==> src/rtl/debug_read_arbiter.sv <==
// Debug read arbiter: two requesters share the core's debug read ports.
// Requests are granted round-robin and run one at a time. The core is frozen
// through debug_enable, and the freeze is released after an idle period.
module debug_read_arbiter #(
  parameter int unsigned DATA_W     = 8,
  parameter int unsigned INST_W     = 16,
  parameter int unsigned D_ADDR_W   = 12,
  parameter int unsigned I_ADDR_W   = 12,
  parameter int unsigned RD_LAT     = 1,
  parameter int unsigned ARM_CYC    = 2,
  parameter int unsigned LINGER_CYC = 16
) (
  input  logic                clk,
  input  logic                reset,
  input  logic [1:0]          req_valid,
  input  logic [3:0]          req_space,
  input  logic [23:0]         req_addr,
  output logic [1:0]          req_ready,
  output logic [1:0]          rsp_valid,
  output logic [15:0]         rsp_data,
  output logic                debug_enable,
  output logic [3:0]          reg_debug_addr,
  output logic [D_ADDR_W-1:0] dmem_debug_addr,
  output logic [I_ADDR_W-1:0] imem_debug_addr,
  input  logic [DATA_W-1:0]   reg_debug_rdata,
  input  logic [DATA_W-1:0]   dmem_debug_rdata,
  input  logic [INST_W-1:0]   imem_debug_rdata
);

  localparam int unsigned RSP_W  = 16;
  localparam int unsigned ARM_W  = $clog2(ARM_CYC) + 1;
  localparam int unsigned WAIT_W = $clog2(RD_LAT) + 1;
  localparam int unsigned IDLE_W = $clog2(LINGER_CYC) + 1;

  typedef enum logic [2:0] {
    S_IDLE,
    S_ARM,
    S_READY,
    S_WAIT,
    S_RESP
  } state_t;

  state_t              state_q;
  state_t              state_d;
  logic [ARM_W-1:0]    arm_cnt_q;
  logic [WAIT_W-1:0]   wait_cnt_q;
  logic [IDLE_W-1:0]   idle_cnt_q;
  logic                last_grant_q;
  logic                cap_idx_q;
  logic [1:0]          cap_space_q;
  logic                grant_c;
  logic                fire_c;
  logic [1:0]          sel_space_c;
  logic [11:0]         sel_addr_c;

  // Round-robin pick and the request fields of the chosen requester
  always_comb begin
    grant_c = 1'b0;
    if (req_valid == 2'b11) begin
      grant_c = ~last_grant_q;
    end else begin
      grant_c = req_valid[1];
    end
    sel_space_c = grant_c ? req_space[3:2] : req_space[1:0];
    sel_addr_c  = grant_c ? req_addr[23:12] : req_addr[11:0];
  end

  // Next-state decode; handshake is only open in READY
  always_comb begin
    state_d   = state_q;
    req_ready = 2'b00;
    fire_c    = 1'b0;
    case (state_q)
      S_IDLE: begin
        if (|req_valid) state_d = S_ARM;
      end
      S_ARM: begin
        if (arm_cnt_q == ARM_W'(ARM_CYC - 1)) state_d = S_READY;
      end
      S_READY: begin
        req_ready = req_valid & (grant_c ? 2'b10 : 2'b01);
        fire_c    = |req_valid;
        if (fire_c) begin
          state_d = S_WAIT;
        end else if (idle_cnt_q == IDLE_W'(LINGER_CYC - 1)) begin
          state_d = S_IDLE;
        end
      end
      S_WAIT: begin
        if (wait_cnt_q == WAIT_W'(RD_LAT - 1)) state_d = S_RESP;
      end
      S_RESP: begin
        state_d = S_READY;
      end
      default: begin
        state_d = S_IDLE;
      end
    endcase
  end

  // State, counters, captured request and registered outputs
  always_ff @(posedge clk or posedge reset) begin
    if (reset) begin
      state_q         <= S_IDLE;
      arm_cnt_q       <= '0;
      wait_cnt_q      <= '0;
      idle_cnt_q      <= '0;
      last_grant_q    <= 1'b1;
      cap_idx_q       <= 1'b0;
      cap_space_q     <= 2'b00;
      debug_enable    <= 1'b0;
      rsp_valid       <= 2'b00;
      rsp_data        <= '0;
      reg_debug_addr  <= '0;
      dmem_debug_addr <= '0;
      imem_debug_addr <= '0;
    end else begin
      state_q      <= state_d;
      debug_enable <= (state_d != S_IDLE);
      arm_cnt_q    <= (state_q == S_ARM) ? arm_cnt_q + ARM_W'(1) : '0;
      wait_cnt_q   <= (state_q == S_WAIT) ? wait_cnt_q + WAIT_W'(1) : '0;
      idle_cnt_q   <= (state_q == S_READY && !fire_c) ? idle_cnt_q + IDLE_W'(1) : '0;

      if (fire_c) begin
        last_grant_q    <= grant_c;
        cap_idx_q       <= grant_c;
        cap_space_q     <= sel_space_c;
        reg_debug_addr  <= sel_addr_c[3:0];
        dmem_debug_addr <= sel_addr_c[D_ADDR_W-1:0];
        imem_debug_addr <= sel_addr_c[I_ADDR_W-1:0];
      end

      if (state_q == S_WAIT && state_d == S_RESP) begin
        case (cap_space_q)
          2'b10:   rsp_data <= RSP_W'(imem_debug_rdata);
          2'b11:   rsp_data <= RSP_W'(dmem_debug_rdata);
          default: rsp_data <= RSP_W'(reg_debug_rdata);
        endcase
      end

      rsp_valid <= (state_d == S_RESP) ? (cap_idx_q ? 2'b10 : 2'b01) : 2'b00;
    end
  end

endmodule

==> config.mk <==
export PLATFORM = sky130hd
export DESIGN_NAME = debug_read_arbiter
export DESIGN_NICKNAME = d
export VERILOG_FILES = /design/src/rtl/debug_read_arbiter.sv
export SDC_FILE = /design/constraint.sdc
export NUM_CORES = 1
export LEC_CHECK = 0
export ABC_AREA = 1
export CORE_MARGIN = 3
export CORE_UTILIZATION = 40
export DETAILED_ROUTE_END_ITERATION = 16
export HOLD_SLACK_MARGIN = 0.12
export PLACE_DENSITY = 0.8
export SLEW_MARGIN = 10
export SYNTH_ARGS = -nofsm -noshare
export SYNTH_HDL_FRONTEND = slang
export SYNTH_SLANG_ARGS = --single-unit
==> constraint.sdc <==
create_clock -name clk -period 1.8 [get_ports clk]
set_input_delay 0.36 -clock clk [delete_from_list [all_inputs] [get_ports clk]]
set_output_delay 0.36 -clock clk [all_outputs]
set_load 0.005 [all_outputs]
==> key figures, run 1 <==
Setup path
  • Crit-path max FO: 3
  • Max incr delay on CP: 540 ps
  • Crit end category: output port
  • Delay-heaviest family, CP: flip-flops
  • Startpoint type of the worst setup path: flip-flop
  • Worst setup path startpoint: last_grant_q
  • Critical-path cell list: nand2_2 -> nand2_2 -> inv_2 -> buf_6 -> nor4_4 -> buf_2
  • Worst Path Required: 1440 ps
  • Worst setup path class: flip-flop to output port
  • Crit path max-delay cell type: dfstp_2
  • FF-to-FF Start: state_q[0]
  • Critical path buffers and inverters: 3
  • Crit-path most repeated cell: nand2_2
  • Data arrival, critical path: 1370 ps

STA
  • Slew @ Worst Pin: 394 ps
  • Period minus WS final: 1730 ps
  • Rel. slew slack: 73.7%
  • Final setup viols: 0
  • Worst clock skew: 5.23 ps
  • Final hold viol count: 0
  • Worst hold slack: 407 ps
  • Fin. max-slew vios: 0
  • Fmax: 577 MHz
  • RSZ-0062 raised after global routing: true
  • Period Utilization, post-route: 96.3%

Power and ir drop
  • PD cells: 1360 nW/um^2
  • Leakage: 1.76 nW
  • VDD IR-drop max: 644 uV

Routing
  • WL per Instance: 12.5 um
  • DRT Wirelength: 5.94 mm
  • Drt initial violations: 44
  • First-pass iteration count of the detailed router: 4
  • DRC Markers: 0
  • Total number of vias: 2223
  • Avg Vias per Cell: 4.67
  • Final ANT Viol Nets: 0

Die
  • CORE AREA: 5300 sq um
  • Rows: 26
  • Boundary pin count: 113
  • Chip height: 81.5 um
  • Die area: 6640 sq um
  • Die Width: 81.5 um
  • Initial Util: 43.0%

Clock tree
  • Root Driver: clkbuf_8
  • Clock-pin slew on the worst setup and hold paths: 80 ps
  • # H-tree levels: 2
  • TritonCTS clock tree: built
  • CTS Sinks: 46
  • CTS Buffer Depth: 2
  • Worst skew pair latency: 290 ps
  • CTS Buf Count: 5

Final layout
  • N_diodes: 0
  • Most frequent cells in the layout: nand2_1, clkdlybuf4s50_1, dfrtp_1
  • Final net count: 472
  • Core Util, Final: 67.6%
  • Commonest non-fill, non-tap cell in the layout: nand2_1
  • Share of layout cells above drive strength 1: 9.61%
  • Layout area overhead: 57.2%
  • Final cell count without fillers: 476

GRT
  • Largest net degree at the start of global routing: 47
  • Global routing usage on met1: 24.1%
  • Grt peak-use layer: met2
  • GR Layer Usage met3: 6.36%
  • Number of global-route vias before repair: 2175
  • Met2 Usage GRT: 32.1%
  • Global-route wire length before repair: 9.87 mm
  • Antenna violations before repair: 0
  • GRT overflow: 0
  • Total GRT Usage: 19.1%

Yosys
  • FF+latch count, synth: 46
  • Syn Area/Cell: 7.71 sq um
  • Syn nets: 363
  • Post-Synthesis Cell Area: 2280 sq um
  • Synth cell types: 21
  • Synth warnings: 0
  • Register area share after synthesis: 50.5%
  • Cell count after synthesis: 296

Placed design
  • Gpl congestion: 0.803
  • Cell total after placement: 464
  • Post-DP HPWL: 4.58 mm
  • I/O Buffers: 112

Worst hold path
  • Hold WC Path Type: primary input to asynchronous set/reset pin

Outcome
  • Status: completed

Job
  • Max-cap violations: 0
worst min-delay path, delay by kind of cell:
kind	cells	cell delay, ps
buffers and inverters	3	710
Yosys cell counts, drive strengths merged:
cell type	n	area, sq um
nor3	2	21.3
nand3	22	110
dfrtp	45	1130
clkbuf	2	7.51
nor3b	1	7.51
xor2	1	8.76
nor4	1	6.26
inv	21	81.3
nand2	114	428
clkinv	1	3.75
buf	22	165
ha	3	37.5
o21ai	15	75.1
nor2	45	176
dfstp	1	26.3
metal layers:
layer | vias to the layer above | share of wire (%)
met1 | 987 | 44
met2 | 112 | 43
li1 | 1114 | -
met5 | - | 0
met3 | 10 | 12
met4 | 0 | 1.0
worst paths after layout:
path	cells after the start	to	slack, ps
max	6	req_ready[0]	70
min	3	reg_debug_addr[2]	410
max reg2reg	5	rsp_data[12]	300
min reg2reg	1	arm_cnt_q[0]	440
max in group asynchronous	3	last_grant_q	1130
min in group clk	1	arm_cnt_q[0]	440
power by group:
part	switching [W]	total, W	internal (W)
logic	0.00102	0.00240	0.00138
registers	0.000313	0.00178	0.00146
clock network	0.000324	0.000711	0.000388
final cells by class:
cell class / count / area [sq um]
Clock buffer: 8 / 110
Inverter: 22 / 85.1
Fill cell: 439 / 1720
Sequential cell: 46 / 1150
Timing Repair Buffer: 126 / 1250
Tap cell: 70 / 87.6
Multi-Input combinational cell: 204 / 903
repair_timing:
action | CTS | global route
resized for setup | 14 | 4
pin swaps | 2 | 0
endpoints found under the setup margin | 2 | 2
hold buffers | 0 | 0
setup buffers | 3 | 1
per-stage QoR:
step                      TNS, ps  area, sq um  power, W  worst slack, ps
final                           0         3580   0.00488             67.3
after global routing        -1.12         3580   0.00531            -1.12
after CTS                       0         3560   0.00492             30.7
after detailed placement     -697         3420   0.00416             -360
after global placement       -643         3420   0.00408             -346
after floorplan                 0         2280   0.00294              283
logic make-up after synthesis:
group | Yosys count | synth area share (%)
adder cells (fa/ha/maj) | 3 | 1.65
AO/OA/AOI/OAI | 15 | 3.29
buffers and inverters | 46 | 11.3
AND/OR/NAND/NOR | 185 | 32.9
XOR/XNOR | 1 | 0.384
flip-flops | 46 | 50.5
state kept, by name, summed over array words and instances, names as in the netlist:
name and cells:
rsp_data 16, imem_debug_addr 9, idle_cnt_q 5, reg_debug_addr 3, state_q 3, arm_cnt_q 2, cap_space_q 2, rsp_valid 2
cap_idx_q 1, debug_enable 1, last_grant_q 1, wait_cnt_q 1
Power figures use the tool's default switching activity.
==> run 2, diff against run 1 <==
--- a/config.mk
+++ b/config.mk
@@ -10,8 +10,10 @@
 export CORE_UTILIZATION = 40
 export DETAILED_ROUTE_END_ITERATION = 16
 export HOLD_SLACK_MARGIN = 0.12
+export MAX_ROUTING_LAYER = met4
 export PLACE_DENSITY = 0.8
 export SLEW_MARGIN = 10
 export SYNTH_ARGS = -nofsm -noshare
 export SYNTH_HDL_FRONTEND = slang
 export SYNTH_SLANG_ARGS = --single-unit
+export TNS_END_PERCENT = 20
==> key figures, run 2 (synthesis results as in run 1) <==
Setup path
  • Data arrival, critical path: 1370 ps (about the same)
  • Crit-path max FO: 3 (unchanged)
  • Crit-path most repeated cell: nand2_2
  • Cell depth of the worst flop-to-flop path: 5 (unchanged)
  • Reg2reg end: rsp_data[12]
  • Max incr delay on CP: 540 ps (about the same)
  • Crit end category: output port
  • WP depth: 6 (unchanged)
  • Worst setup path class: flip-flop to output port
  • Critical-path cell list: nand2_2 -> nand2_2 -> inv_2 -> buf_6 -> nor4_4 -> buf_2
  • Critical path buffers and inverters: 3 (unchanged)
  • Delay-heaviest family, CP: flip-flops
  • Startpoint type of the worst setup path: flip-flop
  • Crit path max-delay cell type: dfstp_2
  • FF-to-FF Start: state_q[0]
  • Worst Path Required: 1440 ps (about the same)
  • Setup slack, reg-to-reg: 300 ps (about the same)

Clock tree
  • Clock-pin slew on the worst setup and hold paths: 80 ps (about the same)
  • Worst skew pair latency: 290 ps (about the same)
  • TritonCTS clock tree: built
  • Root Driver: clkbuf_8
  • CTS Buffer Depth: 2 (unchanged)
  • CTS Buf Count: 5 (unchanged)
  • CTS Sinks: 46 (unchanged)
  • Post-CTS Hold Fix Bufs: 0 (unchanged)
  • # H-tree levels: 2 (unchanged)

STA
  • RSZ-0062 raised after global routing: true
  • Final hold viol count: 0 (unchanged)
  • Final setup viols: 0 (unchanged)
  • Period minus WS final: 1730 ps (+0.174 ps)
  • Setup WS post-layout: 67.1 ps (-0.174 ps)
  • Fin. max-slew vios: 0 (unchanged)
  • Worst clock skew: 5.33 ps (+0.103 ps)
  • Slew @ Worst Pin: 397 ps (+3.90 ps)
  • Period Utilization, post-route: 96.3% (about the same)
  • Rel. slew slack: 73.4% (-0.26 points)
  • Fmax: 577 MHz (about the same)

GRT
  • Grt peak-use layer: met2
  • Antenna violations before repair: 0 (unchanged)
  • GR Layer Usage met3: 6.14% (-0.22 points)
  • Number of global-route vias before repair: 2175 (unchanged)
  • GRT overflow: 0 (unchanged)
  • Global routing usage on met1: 24.2% (+0.14 points)
  • Global-route wire length before repair: 9.88 mm (about the same)
  • Total GRT Usage: 19.7% (+0.55 points)
  • Largest net degree at the start of global routing: 47 (unchanged)
  • Met2 Usage GRT: 32.1% (unchanged)

Final layout
  • Most frequent cells in the layout: nand2_1, clkdlybuf4s50_1, dfrtp_1
  • Biggest registers after layout: rsp_data (16), imem_debug_addr (9), idle_cnt_q (5)
  • Filler cell count: 439 (unchanged)
  • Max FFs per register: 16 (unchanged)
  • Layout area overhead: 57.2% (unchanged)
  • N_diodes: 0 (unchanged)
  • Share of layout cells above drive strength 1: 9.61% (unchanged)
  • Final cell count without fillers: 476 (unchanged)
  • Commonest non-fill, non-tap cell in the layout: nand2_1
  • Most flops, register: rsp_data
  • Final net count: 472 (unchanged)

Routing
  • WL per Instance: 12.6 um (+0.57%)
  • Final ANT Viol Nets: 0 (unchanged)
  • DRC Markers: 0 (unchanged)
  • First-pass iteration count of the detailed router: 6 (+2)
  • Total number of vias: 2230 (+0.31%)
  • DRT Wirelength: 5.98 mm (+0.57%)
  • Avg Vias per Cell: 4.68 (+0.31%)
  • Drt initial violations: 54 (+23%)

Placed design
  • Pre-CTS setup slack: -360 ps (unchanged)
  • Gpl congestion: 0.814 (+1.4%)
  • Post-DP HPWL: 4.58 mm (unchanged)
  • Cell total after placement: 464 (unchanged)
  • I/O Buffers: 112 (unchanged)

Power and ir drop
  • Psw: 0.00166 W (+0.13%)
  • Comb pwr share: 49.1% (about the same)
  • Leakage: 1.76 nW (unchanged)
  • Clk pwr share: 14.6% (about the same)
  • PD cells: 1360 nW/um^2 (about the same)
  • Reg power frac: 36.4% (about the same)
  • Tot Pwr: 0.00489 W (about the same)
  • VDD IR-drop max: 644 uV (about the same)
  • Switch share: 34.0% (about the same)
  • P_int: 0.00323 W (about the same)

Die
  • Rows: 26 (unchanged)
  • Initial Util: 43.0% (unchanged)
  • Boundary pin count: 113 (unchanged)
  • Die area: 6640 sq um (unchanged)
  • Die Width: 81.5 um (unchanged)
  • CORE AREA: 5300 sq um (unchanged)
  • Chip height: 81.5 um (unchanged)

Outcome
  • Status: completed

Worst hold path
  • Hold WC Path Type: primary input to asynchronous set/reset pin

Job
  • Max-cap violations: 0 (unchanged)
run 2: cell counts in the layout (fill, tap and decap cells not counted):
No cell type changed its count.
run 2: tightest hold or removal path, delay by kind of cell:
kind,cells,cell delay (ps)
buffers and inverters,3,710
run 2: worst max path at each step:
stage | from | endpoint
3_5_place_dp | req_valid[0] | req_ready[0]
4_1_cts | last_grant_q | req_ready[0]
6_report | last_grant_q | req_ready[0]
5_1_grt | last_grant_q | req_ready[0]
2_1_floorplan | last_grant_q | req_ready[0]
3_3_place_gp | req_valid[0] | req_ready[0]
run 2: cell type report:
cell class / count / area (sq um) / area share, %
Timing Repair Buffer: 126 / 1250 / 34.8
Sequential cell: 46 / 1150 / 32.1
Multi-Input combinational cell: 204 / 903 / 25.2
Tap cell: 70 / 87.6 / 2.44
Clock buffer: 8 / 110 / 3.07
Inverter: 22 / 85.1 / 2.37
run 2: stage by stage:
step                      setup TNS [ps]  hold slack, ps  util [%]  instance area [sq um]
after floorplan                        0             407         -                   2280
after global placement              -643             417      64.4                   3420
after detailed placement            -697             427      64.4                   3420
after CTS                              0             415      67.1                   3560
after global routing               -1.12             427      67.6                   3580
final                                  0             405      67.6                   3580
run 2: timing repair:
| action | in CTS | in global routing |
|---|---|---|
| gates resized for setup | 14 | 4 |
| setup buffers | 3 | 1 |
| pin swaps | 2 | 0 |
| setup endpoints to repair | 2 | 2 |
run 2: power groups by stage:
stage / clock (W) / combinational, W / sequential [W]
final: 0.000712 / 0.00240 / 0.00178
after global routing: 0.000778 / 0.00270 / 0.00183
after CTS: 0.000733 / 0.00242 / 0.00177
after detailed placement: 0 / 0.00239 / 0.00176
after global placement: 0 / 0.00232 / 0.00176
after floorplan: 0 / 0.00118 / 0.00176
run 2: layer usage:
metal	vias up	wire length, um	share of wire, %
met3	6	741	12
met4	0	54	0.90
met1	994	2590	43
met2	116	2600	43
met5	-	0	0
li1	1114	-	-
==> patch: new RTL, settings of run 2 <==
Make the reset (`reset`) synchronous in one clocked block.
--- a/src/rtl/debug_read_arbiter.sv
+++ b/src/rtl/debug_read_arbiter.sv
@@ -99,7 +99,7 @@
   end
 
   // State, counters, captured request and registered outputs
-  always_ff @(posedge clk or posedge reset) begin
+  always_ff @(posedge clk) begin
     if (reset) begin
       state_q         <= S_IDLE;
       arm_cnt_q       <= '0;
Formal check against the unedited RTL: differs if reset is asserted again (counterexample within 4 cycles, from zero or initial values and one cycle with reset high); with reset held inactive, the same outputs for 10 cycles.
==> patch against run 2 <==
Routed wire length fell by 2.6%; synthesized area fell by 5.7%; worst hold slack improved by 0.038 ns; non-clock buffer count rose by 1; design area fell by 3.8%; setup slack got worse by 0.0035 ns; sequential cell count did not move; critical endpoint is now req_ready[1]; highest routed layer unchanged.
Power is not compared: it rests on default switching activity, and its combinational part moved more than twofold at a synthesized area within 25%.
==> patch: results (changes against run 2) <==
AVGROUTEDWIREPERCELL_UM=11.83  # -5.7%
CP_TOP_FAMILY='buffers and inverters'
TRACK_USAGE=0.1923  # -0.004281
CPPEAKSTAGEDELAY_NS=0.52  # -0.02 ns
SYNTH-ADDER-AREA-SHARE=0.01745  # +0.0009956
MULTI_INPUT_AREA_SHARE=0.2819  # +0.02992
PLACE.DETAILED.HPWL_UM=4512  # -1.5%
SEQ_CELL_COUNT=46  # unchanged
DETAIL_ROUTE.ITER0.VIOLATIONS=68  # +26%
CPMAXSTAGEDELAYCELL='sky130_fd_sc_hd__clkdlybuf4s50_1'
SEQ_SHARE=0.2671  # -0.05441
FINAL_LAYOUT_SIZE_SUFFIX_GT1_FRAC=0.08057  # -0.01549
SYNTH.CELLS.MOST_FREQUENT='sky130_fd_sc_hd__nand2_1 (111), sky130_fd_sc_hd__dfxtp_1 (46), sky130_fd_sc_hd__nor2_1 (39)'
WL_UM=5822  # -2.6%
FRACTION_OF_REGISTERS_WITH_ASYNC_SET_RESET=0  # -1.000
DPL-INSTANCE-AREA_MM2=0.003303  # -3.3%
SYNTH.AREA.TOP_CELLS='sky130_fd_sc_hd__dfxtp_1 (43%), sky130_fd_sc_hd__nand2_1 (19%), sky130_fd_sc_hd__nor2_1 (6.8%), sky130_fd_sc_hd__buf_4 (5.9%), sky130_fd_sc_hd__a21oi_1 (5.1%)'
SYN_NETS=380  # +4.7%
DPL.CELL_COUNT=484  # +4.3%
CLOCK_CELL_AREA_SHARE=0.04136  # +0.01065
SLEW-LIMIT-HEADROOM=0.7182  # -0.01592
N_ALL_BUFFERS=127  # +0.79%
OUTCOME='complete, no violations'
SYNTH-COMPOUND-AREA-SHARE=0.1012  # +0.06831
PLACE_WS_NS=-0.3086  # +0.05096 ns
YOSYSSEQAREASHARE=0.4282  # -0.07706
FINAL_NET_COUNT=488  # +3.4%
CTS_POST_SETUP_BUFFERS_INSERTED=0  # -3
FIRST_PASS_ITERS=4  # -2
NNONCLKINVERTERS=21  # -4.5%
MIN_PATH_TYPE='reg2reg'
SYNTH-XOR-AREA-SHARE=0  # -0.003840
ROUTABILITYCONGESTION=0.7971  # -2.1%
POSTCTSRESIZEDCELLS=4  # -10
YS.FLOP_TYPE='sky130_fd_sc_hd__dfxtp_1'
CLOCK_BUFFERS=6  # -2
REGTOREGSETUPSLACK_NS=0.36  # +0.06 ns
BUFAREASHARENONCLOCK=0.3607  # +0.01302
OVERALL_DIE_AREA_MM2=0.006293  # -5.3%
GRT_START_MAX_NET_PINS=22  # -53%
FINAL_CORE_UTIL=0.6709  # -0.005140
==> patch: cell types whose count changed in the layout (fill, tap and decap cells not counted), sizes merged, moves of 2 or more <==
cell / delta
dfrtp: -45
clkbuf: -2
nand2: -3
nor3: +3
nand3: -7
dfxtp: +46
bufinv: +2
a21oi: +23
nor2: -3
o21ai: +2
==> patch: routing by layer <==
layer	vias up	share of wire	global-route usage
met2	83	0.47	0.3476
met4	0	0.011	0.05326
met5	-	0	-
met1	991	0.44	0.2063
li1	1183	-	-
met3	10	0.076	0.05215
==> patch: final timing paths <==
path	start	endpoint	cells past startpoint
min	arm_cnt_q[0]$_SDFF_PP0_	arm_cnt_q[0]$_SDFF_PP0_	1
max reg2reg	state_q[0]$_SDFF_PP0_	rsp_data[8]$_SDFFE_PP0P_	6
max	req_valid[1]	req_ready[1]	6
min reg2reg	arm_cnt_q[0]$_SDFF_PP0_	arm_cnt_q[0]$_SDFF_PP0_	1
